## config.mk

```make
export PLATFORM = sky130hd
export DESIGN_NAME = uart_rx_341457971277988435
export DESIGN_NICKNAME = d
export VERILOG_FILES = /design/src/rtl/uart_pkg_341457971277988435.sv /design/src/rtl/uart_rx_sync_341457971277988435.sv /design/src/rtl/uart_rx_341457971277988435.sv
export SDC_FILE = /design/constraint.sdc
export NUM_CORES = 1
export LEC_CHECK = 0
export ABC_AREA = 1
export CORE_MARGIN = 2
export CORE_UTILIZATION = 46
export DETAILED_ROUTE_END_ITERATION = 10
export PLACE_DENSITY = 0.69
export SYNTH_ARGS = -nofsm -noshare
export SYNTH_HDL_FRONTEND = slang
export SYNTH_SLANG_ARGS = --single-unit
```

## constraint.sdc

```tcl
create_clock -name clk -period 2.9 [get_ports clk]
set_clock_uncertainty 0.2 [all_clocks]
set_input_delay 0.58 -clock clk [delete_from_list [all_inputs] [get_ports clk]]
set_output_delay 0.58 -clock clk [all_outputs]
set_load 0.005 [all_outputs]
```

## src/rtl/uart_pkg_341457971277988435.sv

```systemverilog
// ============================================================================
// Module   : uart_pkg_341457971277988435
// Brief    : Shared types and constants for the 8N1 UART receiver.
// Revision : 1.0 - initial release
// ============================================================================
`default_nettype none

package uart_pkg_341457971277988435;

  // Receiver FSM states
  typedef enum logic [2:0] {
    IDLE  = 3'd0,
    START = 3'd1,
    DATA  = 3'd2,
    STOP  = 3'd3,
    BREAK = 3'd4
  } rx_state_t;

  localparam logic START_BIT = 1'b0;
  localparam logic STOP_BIT  = 1'b1;
  localparam logic IDLE_BIT  = 1'b1;
  localparam int   DATA_BITS = 8;

  // Offset of the sample point inside one bit period
  function automatic int calc_half(input int clks_per_bit);
    return (clks_per_bit - 1) / 2;
  endfunction

endpackage

`default_nettype wire

```

## src/rtl/uart_rx_sync_341457971277988435.sv

```systemverilog
// ============================================================================
// Module   : uart_rx_sync_341457971277988435
// Brief    : Two-flop synchroniser for the serial line; resets to idle (1).
// Revision : 1.0 - initial release
// ============================================================================
`default_nettype none

module uart_rx_sync_341457971277988435 (
  input  logic clk,
  input  logic reset,
  input  logic i_din,
  output logic o_dout
);

  logic [1:0] r_sync;

  // Resetting to 1 keeps the FSM from seeing a fake start bit after reset
  always_ff @(posedge clk or posedge reset) begin
    if (reset) r_sync <= 2'b11;
    else       r_sync <= {r_sync[0], i_din};
  end

  assign o_dout = r_sync[1];

endmodule

`default_nettype wire

```

## src/rtl/uart_rx_341457971277988435.sv

```systemverilog
// ============================================================================
// Module   : uart_rx_341457971277988435
// Brief    : 8N1 UART receiver (LSB first, idle high) with mid-bit sampling,
//            valid/ready output register, framing and overrun pulses.
// Config   : UART_RX_SYNC_EN - insert a 2-flop synchroniser on uart_rx
//            (adds 2 clks to every detect/sample point).
// Revision : 1.0 - initial release
// ============================================================================
`default_nettype none

module uart_rx_341457971277988435
  import uart_pkg_341457971277988435::*;
#(
  parameter int CLKS_PER_BIT = 1
) (
  input  logic                 clk,
  input  logic                 reset,
  input  logic                 uart_rx,
  output logic [DATA_BITS-1:0] rx_data,
  output logic                 rx_valid,
  input  logic                 rx_ready,
  output logic                 frame_err,
  output logic                 overrun
);

  localparam int CNT_W = (CLKS_PER_BIT > 1) ? $clog2(CLKS_PER_BIT) : 1;
  localparam int BIT_W = $clog2(DATA_BITS);
  localparam int c_half    = calc_half(CLKS_PER_BIT);
  localparam int c_half_m1 = (c_half > 0) ? c_half - 1 : 0;
  localparam logic [CNT_W-1:0] c_cpb_m1   = CNT_W'(CLKS_PER_BIT - 1);
  localparam logic [CNT_W-1:0] c_first    = CNT_W'(c_half_m1);
  localparam logic [BIT_W-1:0] c_last_bit = BIT_W'(DATA_BITS - 1);

  rx_state_t              r_state, w_next_state;
  logic [CNT_W-1:0]       r_cnt;
  logic [BIT_W-1:0]       r_bit_cnt;
  logic [DATA_BITS-1:0]   r_shift;
  logic [DATA_BITS-1:0]   r_rx_data;
  logic                   r_rx_valid;
  logic                   r_frame_err;
  logic                   r_overrun;
  logic                   w_line;
  logic                   w_sample;
  logic                   w_complete;
  logic                   w_stop_err;

`ifdef UART_RX_SYNC_EN
  uart_rx_sync_341457971277988435 u_sync (
    .clk    (clk),
    .reset  (reset),
    .i_din  (uart_rx),
    .o_dout (w_line)
  );
`else
  assign w_line = uart_rx;
`endif

  // State register
  always_ff @(posedge clk or posedge reset) begin
    if (reset) r_state <= IDLE;
    else       r_state <= w_next_state;
  end

  // Next state and byte-complete / stop-error strobes
  always_comb begin
    w_next_state = r_state;
    w_sample     = (r_cnt == '0);
    w_complete   = 1'b0;
    w_stop_err   = 1'b0;
    case (r_state)
      // With HALF=0 the detect cycle is itself the start-bit sample
      IDLE:  if (w_line == START_BIT) w_next_state = (c_half == 0) ? DATA : START;
      START: if (w_sample) w_next_state = (w_line == START_BIT) ? DATA : IDLE;
      DATA:  if (w_sample && (r_bit_cnt == c_last_bit)) w_next_state = STOP;
      STOP: begin
        if (w_sample) begin
          if (w_line == STOP_BIT) begin
            w_complete   = 1'b1;
            w_next_state = IDLE;
          end else begin
            w_stop_err   = 1'b1;
            w_next_state = BREAK;
          end
        end
      end
      BREAK: if (w_line == IDLE_BIT) w_next_state = IDLE;
      default: w_next_state = IDLE;
    endcase
  end

  // Sample-point countdown, bit counter and shift register
  always_ff @(posedge clk or posedge reset) begin
    if (reset) begin
      r_cnt     <= '0;
      r_bit_cnt <= '0;
      r_shift   <= '0;
    end else begin
      case (r_state)
        IDLE: begin
          r_bit_cnt <= '0;
          if (w_line == START_BIT) r_cnt <= (c_half == 0) ? c_cpb_m1 : c_first;
        end
        START, DATA, STOP: begin
          if (w_sample) begin
            r_cnt <= c_cpb_m1;
            if (r_state == DATA) begin
              r_shift   <= {w_line, r_shift[DATA_BITS-1:1]};
              r_bit_cnt <= r_bit_cnt + 1'b1;
            end
          end else begin
            r_cnt <= r_cnt - 1'b1;
          end
        end
        default: r_cnt <= '0;
      endcase
    end
  end

  // Output register with handshake, overrun drop, and one-cycle flags
  always_ff @(posedge clk or posedge reset) begin
    if (reset) begin
      r_rx_data   <= '0;
      r_rx_valid  <= 1'b0;
      r_frame_err <= 1'b0;
      r_overrun   <= 1'b0;
    end else begin
      r_frame_err <= w_stop_err;
      r_overrun   <= 1'b0;
      if (w_complete) begin
        if (r_rx_valid && !rx_ready) begin
          r_overrun <= 1'b1;
        end else begin
          r_rx_data  <= r_shift;
          r_rx_valid <= 1'b1;
        end
      end else if (r_rx_valid && rx_ready) begin
        r_rx_valid <= 1'b0;
      end
    end
  end

  assign rx_data   = r_rx_data;
  assign rx_valid  = r_rx_valid;
  assign frame_err = r_frame_err;
  assign overrun   = r_overrun;

endmodule

`default_nettype wire

```

* Yosys cells after proc, flatten, opt, wreduce, memory -nomap -nowiden
Index checks and enable logic that the tools add are counted.
** Operators by class
- Reduce and logical (&&, ||, !) cells :: 13
- Eq/ne operators :: 13
- Bitwise gates (word level) :: 2
- Add/subtract/negate cells :: 2
- Muxes and demuxes :: 25
** Operator list (number)
- 2-to-1 mux 3 bit :: 8
- != test 2 bit, second input constant :: 8
- case mux 3 bit (5 select lines) :: 1
- 2-to-1 mux 1 bit :: 13
- == test 3 x 2 -> 1 bit, second input constant :: 2
- == test 3 bit, second input constant :: 2
- case mux 3 bit (2 select lines) :: 1
- AND reduction 3 bit :: 2
- AND reduction 5 bit :: 1
- AND reduction 2 bit :: 2
- nonzero test 2 bit :: 2
- adder 3 x 1 -> 3 bit, second input constant :: 1
- == test 3 x 1 -> 1 bit, second input constant :: 1
- logical AND 1 bit :: 3
- zero test 3 bit :: 1
- OR reduction 3 bit :: 1
- 2-to-1 mux 2 bit :: 1
- NOT 1 bit :: 2
- case mux 1 bit (2 select lines) :: 1
- zero test 1 bit :: 1
- subtractor 1 bit, second input constant :: 1
** Storage, ports and cells
- Input bits :: 4
- Bits in registers :: 26

* Longest topological paths before layout
Gate-level depths: netlist of the first run.
- Depth in word-level cells :: 5
- Gate-level depth with buffers :: 6
- Mapped depth without buffers :: 5

* Worst setup path after synthesis of the first run
Ideal clock, no wire load.
- Path kind :: input to register
- Start point :: input rx_ready
- End point :: register r_rx_data[0], in the netlist rx_data[0]
- Arrival :: 1.144 ns
- Stages on the path :: 5
- Setup slack :: 1.490 ns
- Path through :: inv_1 -> nand2_1 -> buf_1 -> nand3_1 -> nand2_1
** Between the ends
- Longest elaborated chain between the ends :: 4
** Ends and longest elaborated chain
- start, declared :: line uart_rx_341457971277988435.sv:21 : input logic rx_ready,
- zero test 1 bit :: line uart_rx_341457971277988435.sv:130 : if (r_rx_valid && !rx_ready) begin
- logical AND 1 bit :: line uart_rx_341457971277988435.sv:130
- NOT 1 bit (no source line)
- AND reduction 2 bit (no source line)
- end signal, assigned :: line uart_rx_341457971277988435.sv:133 : r_rx_data <= r_shift;
- end, declared :: line uart_rx_341457971277988435.sv:38 : logic [DATA_BITS-1:0] r_rx_data;
No other way between the ends.
A chain may end at the register's enable or synchronous reset.

* Worst setup path in the final report of the first run
- Start point :: register r_rx_data[0], in the netlist rx_data[0]
- End point :: output rx_data[0]
** RTL lines
- end, declared :: line uart_rx_341457971277988435.sv:19 : output logic [DATA_BITS-1:0] rx_data,
No word-level cell between the ends.

==> results of run 1 <==
[worst max path at each step]
| stage | end | cells past startpoint |
|---|---|---|
| floorplan | rx_data[0] | 5 |
| global placement | rx_data[3] | 6 |
| detailed placement | rx_data[6] | 6 |
| CTS | rx_data[0] | 1 |
| global route | rx_data[1] | 1 |
| finish | rx_data[0] | 1 |
[metal layers]
layer / wire (um) / global-route usage / vias to the layer above
met4: 13 / 0.0556 / 0
met3: 70 / 0.0259 / 2
li1: - / - / 389
met1: 865 / 0.216 / 327
met5: 0 / 0 / -
met2: 772 / 0.238 / 17
[cells in the mapped netlist]
| library cell | instances |
|---|---|
| buf_6 | 1 |
| nand2_1 | 37 |
| o21ai_2 | 2 |
| nand3_4 | 1 |
| ha_1 | 2 |
| dfrtp_1 | 25 |
| nand2_4 | 1 |
| nand2_2 | 1 |
| nand4_1 | 1 |
| buf_1 | 1 |
| inv_2 | 3 |
| nor2_8 | 1 |
| nand3_1 | 18 |
| inv_1 | 7 |
| buf_2 | 1 |
| a211oi_1 | 1 |
| o21ai_1 | 1 |
| nor2_1 | 3 |
| o21ai_0 | 3 |
| nor2_4 | 1 |
[worst reg2reg max path: cells and delay by family (launching register included)]
family | cells | cell delay [ns]
AO/OA/AOI/OAI | 1 | 0.05
flip-flops | 1 | 0.53
AND/OR/NAND/NOR | 3 | 0.59
[area by class of cell]
| class | count | share of cell area |
|---|---|---|
| well taps | 28 | 0.0279 |
| repair buffers | 15 | 0.118 |
| multi-input cells | 73 | 0.305 |
| clock buffers | 3 | 0.0179 |
| inverters | 10 | 0.0299 |
| clock inverters | 1 | 0.00398 |
| flip-flops and latches | 25 | 0.498 |
[metrics by stage]
| step | hold WS, ns | utilization | setup WS [ns] |
|---|---|---|---|
| after floorplan | 0.243 | - | 1.49 |
| after global placement | 0.255 | 0.555 | 0.912 |
| after detailed placement | 0.258 | 0.555 | 0.917 |
| after CTS | 0.290 | 0.568 | 0.919 |
| after global routing | 0.302 | 0.568 | 0.871 |
| final | 0.284 | 0.568 | 0.931 |
[cells in the final DEF, fill, tap and decap left out, types with 2 or more instances in the layout]
cell	synthesis	final
clkdlybuf4s50_1	0	14
clkbuf_4	0	3
o21ai_0	3	3
nand2_1	37	37
ha_1	2	2
inv_1	7	7
dfrtp_1	25	25
o21ai_2	2	2
inv_2	3	3
nor2_1	3	3
nand3_1	18	18
[flip-flops by register name, indices dropped and copies added, names as in the netlist]
register,cells
r_shift,8
rx_valid,1
frame_err,1
r_bit_cnt,3
overrun,1
r_state,3
rx_data,8
[cell families after synthesis]
group	count (synthesis)	synth area share
buffers and inverters	13	0.0540
AO/OA/AOI/OAI	7	0.0423
flip-flops	25	0.587
AND/OR/NAND/NOR	64	0.293
adder cells (fa/ha/maj)	2	0.0235
[power by group]
| part | leakage [nW] | internal, W | total (W) | switching [W] |
|---|---|---|---|---|
| combinational | 0.328 | 0.000204 | 0.000391 | 0.000187 |
| clock | 0.0177 | 0.0000514 | 0.000151 | 0.0000995 |
| sequential | 0.319 | 0.000484 | 0.000595 | 0.000111 |
| total | 0.665 | 0.000739 | 0.00114 | 0.000398 |
==> summary.md, run 1 <==
| Metric | Value |
|---|---|
| Outcome | `complete, no violations` |
| Hold-critical path depth | `2` |
| Synth Instances | `between 100 and 150` |
| YS warnings | `0` |
| Starting Density | `0.482` |
| H-tree levels | `1` |
| Final WL | `around 1.7 mm` |
| Largest net degree at the start of global routing | `26` |
| Register area share after synthesis | `0.587` |
| Setup TNS | `0 ns` |
| Fin. Hold Viols | `0` |
| Cell Area, Placed | `about 1200 sq um` |
| Cell Rows | `17` |
| Post-DP HPWL | `approximately 1.2 mm` |
| Core region area | `2210 sq um` |
| Worst setup SP type | `register` |
| Detailed-route via count | `between 700 and 800` |
| Clk sink count | `25` |
| Final instance area | `between 1000 and 1500 sq um` |
| RR Startpoint | `r_state[2]` |
| Max_slew headroom | `0.690` |
| Pre-antenna DRT Iters | `4` |
| Drt first-iter violations | `31` |
| Final setup viols | `0` |
| Vias in the first global route | `734` |
| Synth area leaders | `dfrtp_1 (59%), nand2_1 (13%), nand3_1 (8.5%), inv_1 (2.5%), ha_1 (2.3%)` |
| Synth Net Count | `approximately 120` |
| Die Y | `52.1 um` |
| Reg-to-reg endpoint | `r_shift[7]` |
| Worst-path clk slew | `around 0.13 ns` |
| PostCTS Resize Cnt | `0` |
| Share of post-route cells with drive strength above 1 | `0.118` |
| HP Start | `rx_data[7]` |
| Hold-fix buffers, CTS | `0` |
| Max-Cap Viols | `0` |
| Wire per inst | `around 11 um` |
| RSZ-0062 raised after global routing | `no` |
| PwrDens | `905 nW/um^2` |
| Routability cong. | `roughly 0.77` |
| Slowest cell on the critical path | `clkdlybuf4s50_1` |
| PortBufs | `14` |
| Post-synth top area share | `0.587` |
| R2R setup slack | `1.42 ns` |
| Slew @ Worst Pin | `between 0.4 and 0.5 ns` |
| Tot Pwr | `0.00114 W` |
| Critical Path Max Stage Delay | `around 0.5 ns` |
| Post-CTS setup buffers | `0` |
| Overflow after GRT | `0` |
| CTS tree | `yes` |
| Critical path, cell by cell | `clkdlybuf4s50_1` |
| Multi-input logic area | `383 sq um` |
| Die area | `approximately 2700 sq um` |
| Initial antenna violation count | `0` |
| Distinct cells, synth | `20` |
| Buffers & Inverters on Critical Path | `1` |
| Filler cell count | `between 150 and 200` |
| Synth-to-layout area growth | `17.8%` |
| Depth of the worst register-to-register path | `4` |
| Register area | `roughly 630 sq um` |
| Cell taking the most area after synthesis | `dfrtp_1` |
| Max Buffers Root-to-Sink | `2` |
| Placed Instances | `151` |
| Pleak | `roughly 0.67 nW` |
| Final antenna-violating net count | `0` |
| Final Slew Violations | `0` |
| Peak supply drop | `~0.00049 V` |
| Clk_lat worst skew | `0.31 ns` |
| Top delay family on crit path | `buffers and inverters` |
| FF+latch count, synth | `25` |
| IO Pins | `15` |
| Inserted Clock Buffers | `3` |
| Final period utilization | `0.679` |
| DRC Markers | `0` |
| Fmax | `508 MHz` |
| Die Width | `between 50 and 60 um` |
| Worst hold path endpoint | `rx_data[7]` |
| Mapped Area | `between 1000 and 1500 sq um` |
| ANT cells | `0` |
| Fin crit period | `slightly below 2 ns` |
| Crit path kind | `reg2out` |
| First-pass GRT wire length | `3.14 mm` |
| Crit end category | `primary output` |
| Setup crit start | `rx_data[0]` |
| Clock root buffer | `clkbuf_4` |
| Arr. time, crit path | `1.19 ns` |
| GRT Overall Usage | `0.153` |
| Data required, critical path | `about 2.1 ns` |
| Vias per cell | `~4.7` |
| Post-route insts no fill | `155` |
| Hold/Removal Path Class | `reg2reg` |
| Fin nets | `about 130` |
| Max Fanout on Critical Path | `2` |
| Post-Syn Area per Cell | `slightly below 10 sq um` |
No activity file was read; power rests on OpenSTA's default activity.
==> inputs of run 2 (changes only) <==
--- a/config.mk
+++ b/config.mk
@@ -9,7 +9,7 @@
 export CORE_MARGIN = 2
 export CORE_UTILIZATION = 46
 export DETAILED_ROUTE_END_ITERATION = 10
-export PLACE_DENSITY = 0.69
+export PLACE_DENSITY = 0.72
 export SYNTH_ARGS = -nofsm -noshare
 export SYNTH_HDL_FRONTEND = slang
 export SYNTH_SLANG_ARGS = --single-unit
==> constraint.sdc (replaced) <==
create_clock -name clk -period 1.6 [get_ports clk]
set_clock_uncertainty 0.2 [all_clocks]
set_input_delay 0.32 -clock clk [delete_from_list [all_inputs] [get_ports clk]]
set_output_delay 0.32 -clock clk [all_outputs]
set_load 0.005 [all_outputs]
==> run 2 against run 1 <==
  * Via count grew 5.6%
  * Highest routed layer unchanged
  * Sequential cell count is the same
  * Register-to-register slack lost 1.2 ns
  * Critical endpoint is now rx_data[3]
==> summary.md, run 2 (same netlist as run 1, synthesis figures left out) <==
| Metric | Value |
|---|---|
| Crit path kind | `reg2out` |
| Final Slew Violations | `0 (unchanged)` |
| Setup TNS | `0 ns (unchanged)` |
| Data required, critical path | `1.08 ns (-1.04 ns)` |
| Vias per cell | `4.76 (+0.40%)` |
| DRC Markers | `0 (unchanged)` |
| Detailed-route via count | `776 (+5.6%)` |
| Max Fanout on Critical Path | `2 (unchanged)` |
| Arr. time, crit path | `0.99 ns (-0.20 ns)` |
| Fmax | `approximately 660 MHz` |
| Most common cell after layout, fill and taps aside | `nand2_1` |
| Worst-path clk slew | `0.14 ns (about the same)` |
| PortBufs | `14 (unchanged)` |
| RR Startpoint | `r_bit_cnt[0]` |
| Vias in the first global route | `778 (+6.0%)` |
| Outcome | `complete, no violations` |
| Slowest cell on the critical path | `dfrtp_1` |
| Inserted Clock Buffers | `3 (unchanged)` |
| Synth-to-layout area growth | `22.4%` |
| Core Util, Final | `0.590 (+0.0221)` |
| Hold slack | `0.122 ns (-0.162 ns)` |
| CTS tree | `yes` |
| Wire per inst | `11.1 um (+0.17%)` |
| Cell Rows | `17 (unchanged)` |
| Die Width | `52.1 um (unchanged)` |
| Share of post-route cells with drive strength above 1 | `0.170 (+0.0523)` |
| Drt first-iter violations | `22 (-29%)` |
| Die area | `2720 sq um (unchanged)` |
| Routability cong. | `0.750 (-2.7%)` |
| Pleak | `0.742 nW (+12%)` |
| Initial antenna violation count | `0 (unchanged)` |
| Critical path, cell by cell | `dlygate4sd2_1` |
| Final setup viols | `0 (unchanged)` |
| H-tree levels | `1 (unchanged)` |
| Pre-antenna DRT Iters | `4 (unchanged)` |
| Max-Cap Viols | `0 (unchanged)` |
| Worst setup SP type | `register` |
| GRT Overall Usage | `0.164 (+0.0111)` |
| PwrDens | `1610 nW/um^2 (+77%)` |
| IO Pins | `15 (unchanged)` |
| Reg-to-reg endpoint | `r_bit_cnt[2]` |
| R2R setup slack | `0.27 ns (-1.15 ns)` |
| Final antenna-violating net count | `0 (unchanged)` |
| ANT cells | `0 (unchanged)` |
| Peak supply drop | `0.000671 V (+38%)` |
| Post-DP HPWL | `1.30 mm (+7.1%)` |
| Fin. Hold Viols | `0 (unchanged)` |
| Crit end category | `primary output` |
| Slew @ Worst Pin | `0.343 ns (-0.122 ns)` |
| Fin nets | `142 (+6.0%)` |
| Hold-fix buffers, CTS | `0 (unchanged)` |
| Critical Path Max Stage Delay | `0.41 ns (-0.09 ns)` |
| Max_slew headroom | `0.771 (+0.0815)` |
| Hold/Removal Path Class | `in2async` |
| Top delay family on crit path | `flip-flops` |
| Largest net degree at the start of global routing | `26 (unchanged)` |
| Clk sink count | `25 (unchanged)` |
| Depth of the worst register-to-register path | `4 (unchanged)` |
| Most frequent cells in the layout | `nand2_1 (37), dfrtp_1 (25), nand3_1 (18)` |
| First-pass GRT wire length | `3.22 mm (+2.6%)` |
| Clk_lat worst skew | `0.32 ns (about the same)` |
| Overflow after GRT | `0 (unchanged)` |
| Starting Density | `0.482 (unchanged)` |
| Clock root buffer | `clkbuf_4` |
| Max Buffers Root-to-Sink | `2 (unchanged)` |
| RSZ-0062 raised after global routing | `no` |
| Final period utilization | `0.945` |
| Fin crit period | `about 1.5 ns` |
| Final WL | `1.81 mm (+5.3%)` |
| Core region area | `2210 sq um (unchanged)` |
| Buffers & Inverters on Critical Path | `1 (unchanged)` |
| Die Y | `52.1 um (unchanged)` |
## run 2: per-stage QoR
step | power, W | area, sq um | instances | worst slack [ns]
2_1_floorplan | 0.00151 | 1070 | 111 | 0.327
5_1_grt | 0.00227 | 1310 | 163 | 0.0377
4_1_cts | 0.00212 | 1310 | 163 | 0.0742
3_3_place_gp | 0.00181 | 1260 | 155 | -0.0758
6_report | 0.00209 | 1310 | 163 | 0.0873
3_5_place_dp | 0.00184 | 1260 | 155 | -0.106
## run 2: cell type report
type | instances | area (sq um)
sequential | 25 | 626
inverter | 10 | 37.5
timing repair buffer | 23 | 194
fill | 196 | 907
clock inverter | 1 | 7.51
multi-input combinational | 73 | 383
tap | 28 | 35.0
clock buffer | 3 | 22.5
## run 2: how the worst max path moves through the flow
stage	startpoint	endpoint	slack, ns	cells after the start
after floorplan	r_state[2]	r_shift[7]	0.33	5
after global placement	uart_rx	rx_data[4]	-0.08	6
after detailed placement	uart_rx	rx_data[3]	-0.11	6
after CTS	rx_data[3]	rx_data[3]	0.07	1
after global routing	rx_data[0]	rx_data[0]	0.04	1
final	rx_data[3]	rx_data[3]	0.09	1
## run 2: report_power, final
group          switching [W]  internal (W)  leakage (nW)
sequential          0.000185      0.000878         0.319
combinational       0.000373      0.000372         0.409
clock               0.000191     0.0000955        0.0139
## run 2: per-layer routing
metal	up-vias	wire length, um	track usage
met2	10	877	0.276
met3	2	63	0.0259
met5	-	0	0
met4	0	17	0.0897
met1	361	856	0.201
li1	403	-	-
## run 2: timing repair
item / 4_1_cts / 5_1_grt
gates resized for setup: 11 / 0
buffers inserted: 4 / 0
setup endpoints to repair: 11 / 0
## run 2: tightest hold or removal path: stages
cell and delay, ns:
clkdlybuf4s50_1 0.39, inv_1 0.05, buf_4 0.29
==> inputs of run 3 (changes only) <==
--- a/config.mk
+++ b/config.mk
@@ -6,10 +6,11 @@
 export NUM_CORES = 1
 export LEC_CHECK = 0
 export ABC_AREA = 1
+export CAP_MARGIN = 20
 export CORE_MARGIN = 2
-export CORE_UTILIZATION = 46
+export CORE_UTILIZATION = 47
 export DETAILED_ROUTE_END_ITERATION = 10
-export PLACE_DENSITY = 0.72
+export PLACE_DENSITY = 0.73
 export SYNTH_ARGS = -nofsm -noshare
 export SYNTH_HDL_FRONTEND = slang
 export SYNTH_SLANG_ARGS = --single-unit
==> run 3 against run 2 <==
  * Global-route usage up 0.41 points
  * Final area up 1.2%
  * Sequential share of layout area down 0.55 points
  * Worst setup slack got worse by 0.0045 ns
  * Hold slack better by 0.013 ns
  * Maximum frequency fell by 0.30%
  * Critical path depth is the same
  * Clock-buffer cell count unchanged
  * Non-clock buffer count up 2
  * Final cell count up 1.2%
  * Sequential power about the same
  * Register-to-register slack about the same
  * Largest power group unchanged
==> summary.md, run 3 (same netlist as run 1, synthesis figures left out) <==
| Metric | Value |
|---|---|
| Crit path kind | `reg2out` |
| Hold/Removal Path Class | `in2async` |
| Routability cong. | `0.758 (+1.1%)` |
| Cell Area, Placed | `1260 sq um (unchanged)` |
| Final period utilization | `0.948 (+0.00280)` |
| Clk_lat worst skew | `0.32 ns (about the same)` |
| Inserted Clock Buffers | `3 (unchanged)` |
| DRC Markers | `0 (unchanged)` |
| Max_slew headroom | `0.762 (-0.00929)` |
| ANT cells | `0 (unchanged)` |
| Largest net degree at the start of global routing | `26 (unchanged)` |
| Fin. Hold Viols | `0 (unchanged)` |
| PortBufs | `14 (unchanged)` |
| Data required, critical path | `1.08 ns (about the same)` |
| Final WL | `1.87 mm (+2.9%)` |
| Worst setup SP type | `register` |
| Detailed-route via count | `799 (+3.0%)` |
| Drt first-iter violations | `29 (+32%)` |
| Final antenna-violating net count | `0 (unchanged)` |
| H-tree levels | `1 (unchanged)` |
| Critical Path Max Stage Delay | `0.41 ns (about the same)` |
| Share of post-route cells with drive strength above 1 | `0.182 (+0.0121)` |
| Arr. time, crit path | `1.00 ns (about the same)` |
| Clk sink count | `25 (unchanged)` |
| Fin crit period | `1.52 ns (+0.00448 ns)` |
| Post-DP HPWL | `1.29 mm (-0.56%)` |
| NetSw | `0.000757 W (+1.1%)` |
| Max Fanout on Critical Path | `2 (unchanged)` |
| Slew @ Worst Pin | `0.357 ns (+0.0139 ns)` |
| Critical path, cell by cell | `dlygate4sd2_1` |
| Wire per inst | `11.3 um (+1.6%)` |
| Fin nets | `144 (+1.4%)` |
| Hold-fix buffers, CTS | `0 (unchanged)` |
| Pleak | `0.753 nW (+1.4%)` |
| Depth of the worst register-to-register path | `5 (+1)` |
| CTS tree | `yes` |
| Final instance area | `1320 sq um (+1.2%)` |
| Peak supply drop | `0.000798 V (+19%)` |
| GRT Overall Usage | `0.169 (+0.00411)` |
| Top delay family on crit path | `flip-flops` |
| PwrDens | `1610 nW/um^2 (about the same)` |
| Pre-antenna DRT Iters | `4 (unchanged)` |
| Hold slack | `0.135 ns (+0.0133 ns)` |
| Die area | `2670 sq um (-2.0%)` |
| Starting Density | `0.491 (+0.00945)` |
| Comb power frac | `0.364 (+0.008)` |
| Initial antenna violation count | `0 (unchanged)` |
| Buffers & Inverters on Critical Path | `1 (unchanged)` |
| Setup crit start | `rx_data[2]` |
| Worst-path clk slew | `0.14 ns (about the same)` |
| Final setup viols | `0 (unchanged)` |
| Core region area | `2170 sq um (-1.9%)` |
| Cell Rows | `17 (unchanged)` |
| Max-Cap Viols | `0 (unchanged)` |
| Outcome | `complete, no violations` |
| RR Startpoint | `r_state[2]` |
| Clock Power Share | `0.136 (about the same)` |
| Core Util, Final | `0.608 (+0.0185)` |
| Max Buffers Root-to-Sink | `2 (unchanged)` |
| Sw frac | `0.357 (about the same)` |
| Die Width | `51.6 um (-0.99%)` |
| Overflow after GRT | `0 (unchanged)` |
| Reg power frac | `0.500 (-0.007)` |
| Clock root buffer | `clkbuf_4` |
| WP depth | `1 (unchanged)` |
| First-pass GRT wire length | `3.23 mm (+0.22%)` |
| Final Slew Violations | `0 (unchanged)` |
| Die Y | `51.6 um (-0.99%)` |
| P_int | `0.00136 W (+1.2%)` |
| Most common cell after layout, fill and taps aside | `nand2_1` |
| Fmax | `659 MHz (-0.30%)` |
| Vias in the first global route | `779 (+0.13%)` |
| Crit end category | `primary output` |
| Setup TNS | `0 ns (unchanged)` |
| IO Pins | `15 (unchanged)` |
| RSZ-0062 raised after global routing | `no` |
| Vias per cell | `4.84 (+1.7%)` |
| Slowest cell on the critical path | `dfrtp_1` |
| Synth-to-layout area growth | `23.8%` |
| Most frequent cells in the layout | `nand2_1 (37), dfrtp_1 (25), nand3_1 (18)` |
[run 3: cell count changes in the layout (fill, tap and decap cells not counted), sizes merged]
| cell | before | now |
|---|---|---|
| buf | 9 | 11 |
[run 3: layer usage]
metal | vias up | track usage | part of all wire
li1 | 410 | - | -
met5 | - | 0 | 0
met2 | 16 | 0.284 | 0.48
met3 | 4 | 0.0259 | 0.032
met1 | 369 | 0.199 | 0.47
met4 | 0 | 0.110 | 0.019
[run 3: cell type report]
class | count | area [sq um]
clock buffers | 3 | 22.5
clock inverters | 1 | 7.51
fillers | 184 | 850
inverters | 10 | 37.5
multi-input cells | 73 | 383
flip-flops and latches | 25 | 626
well taps | 28 | 35.0
repair buffers | 25 | 209
[run 3: repair_timing]
item / CTS / global route
setup endpoints to repair: 11 / 0
hold endpoints to repair: 0 / 0
buffers inserted: 6 / 0
resized for setup: 11 / 0
[run 3: worst paths after layout]
kind	to	slack, ns
min in group clk	rx_data[3]	0.29
setup reg to reg	rx_data[4]	0.27
hold reg to reg	rx_data[3]	0.29
setup / recovery	rx_data[2]	0.08
hold / removal	r_shift[6]	0.14
max in group asynchronous	r_shift[7]	0.83
[run 3: power groups by stage]
stage                     sequential [W]  clock [W]  combinational [W]
after floorplan                  0.00104          0           0.000468
after global placement           0.00107          0           0.000734
after detailed placement         0.00108          0           0.000766
after CTS                        0.00105   0.000299           0.000787
after global routing             0.00109   0.000320           0.000884
final                            0.00106   0.000289           0.000772
[run 3: stage by stage]
stage | worst slack [ns] | cells | power, W
floorplan | 0.327 | 111 | 0.00151
CTS | 0.0795 | 165 | 0.00214
global route | 0.0504 | 165 | 0.00229
detailed placement | -0.101 | 155 | 0.00184
finish | 0.0828 | 165 | 0.00212
global placement | -0.0799 | 155 | 0.00181
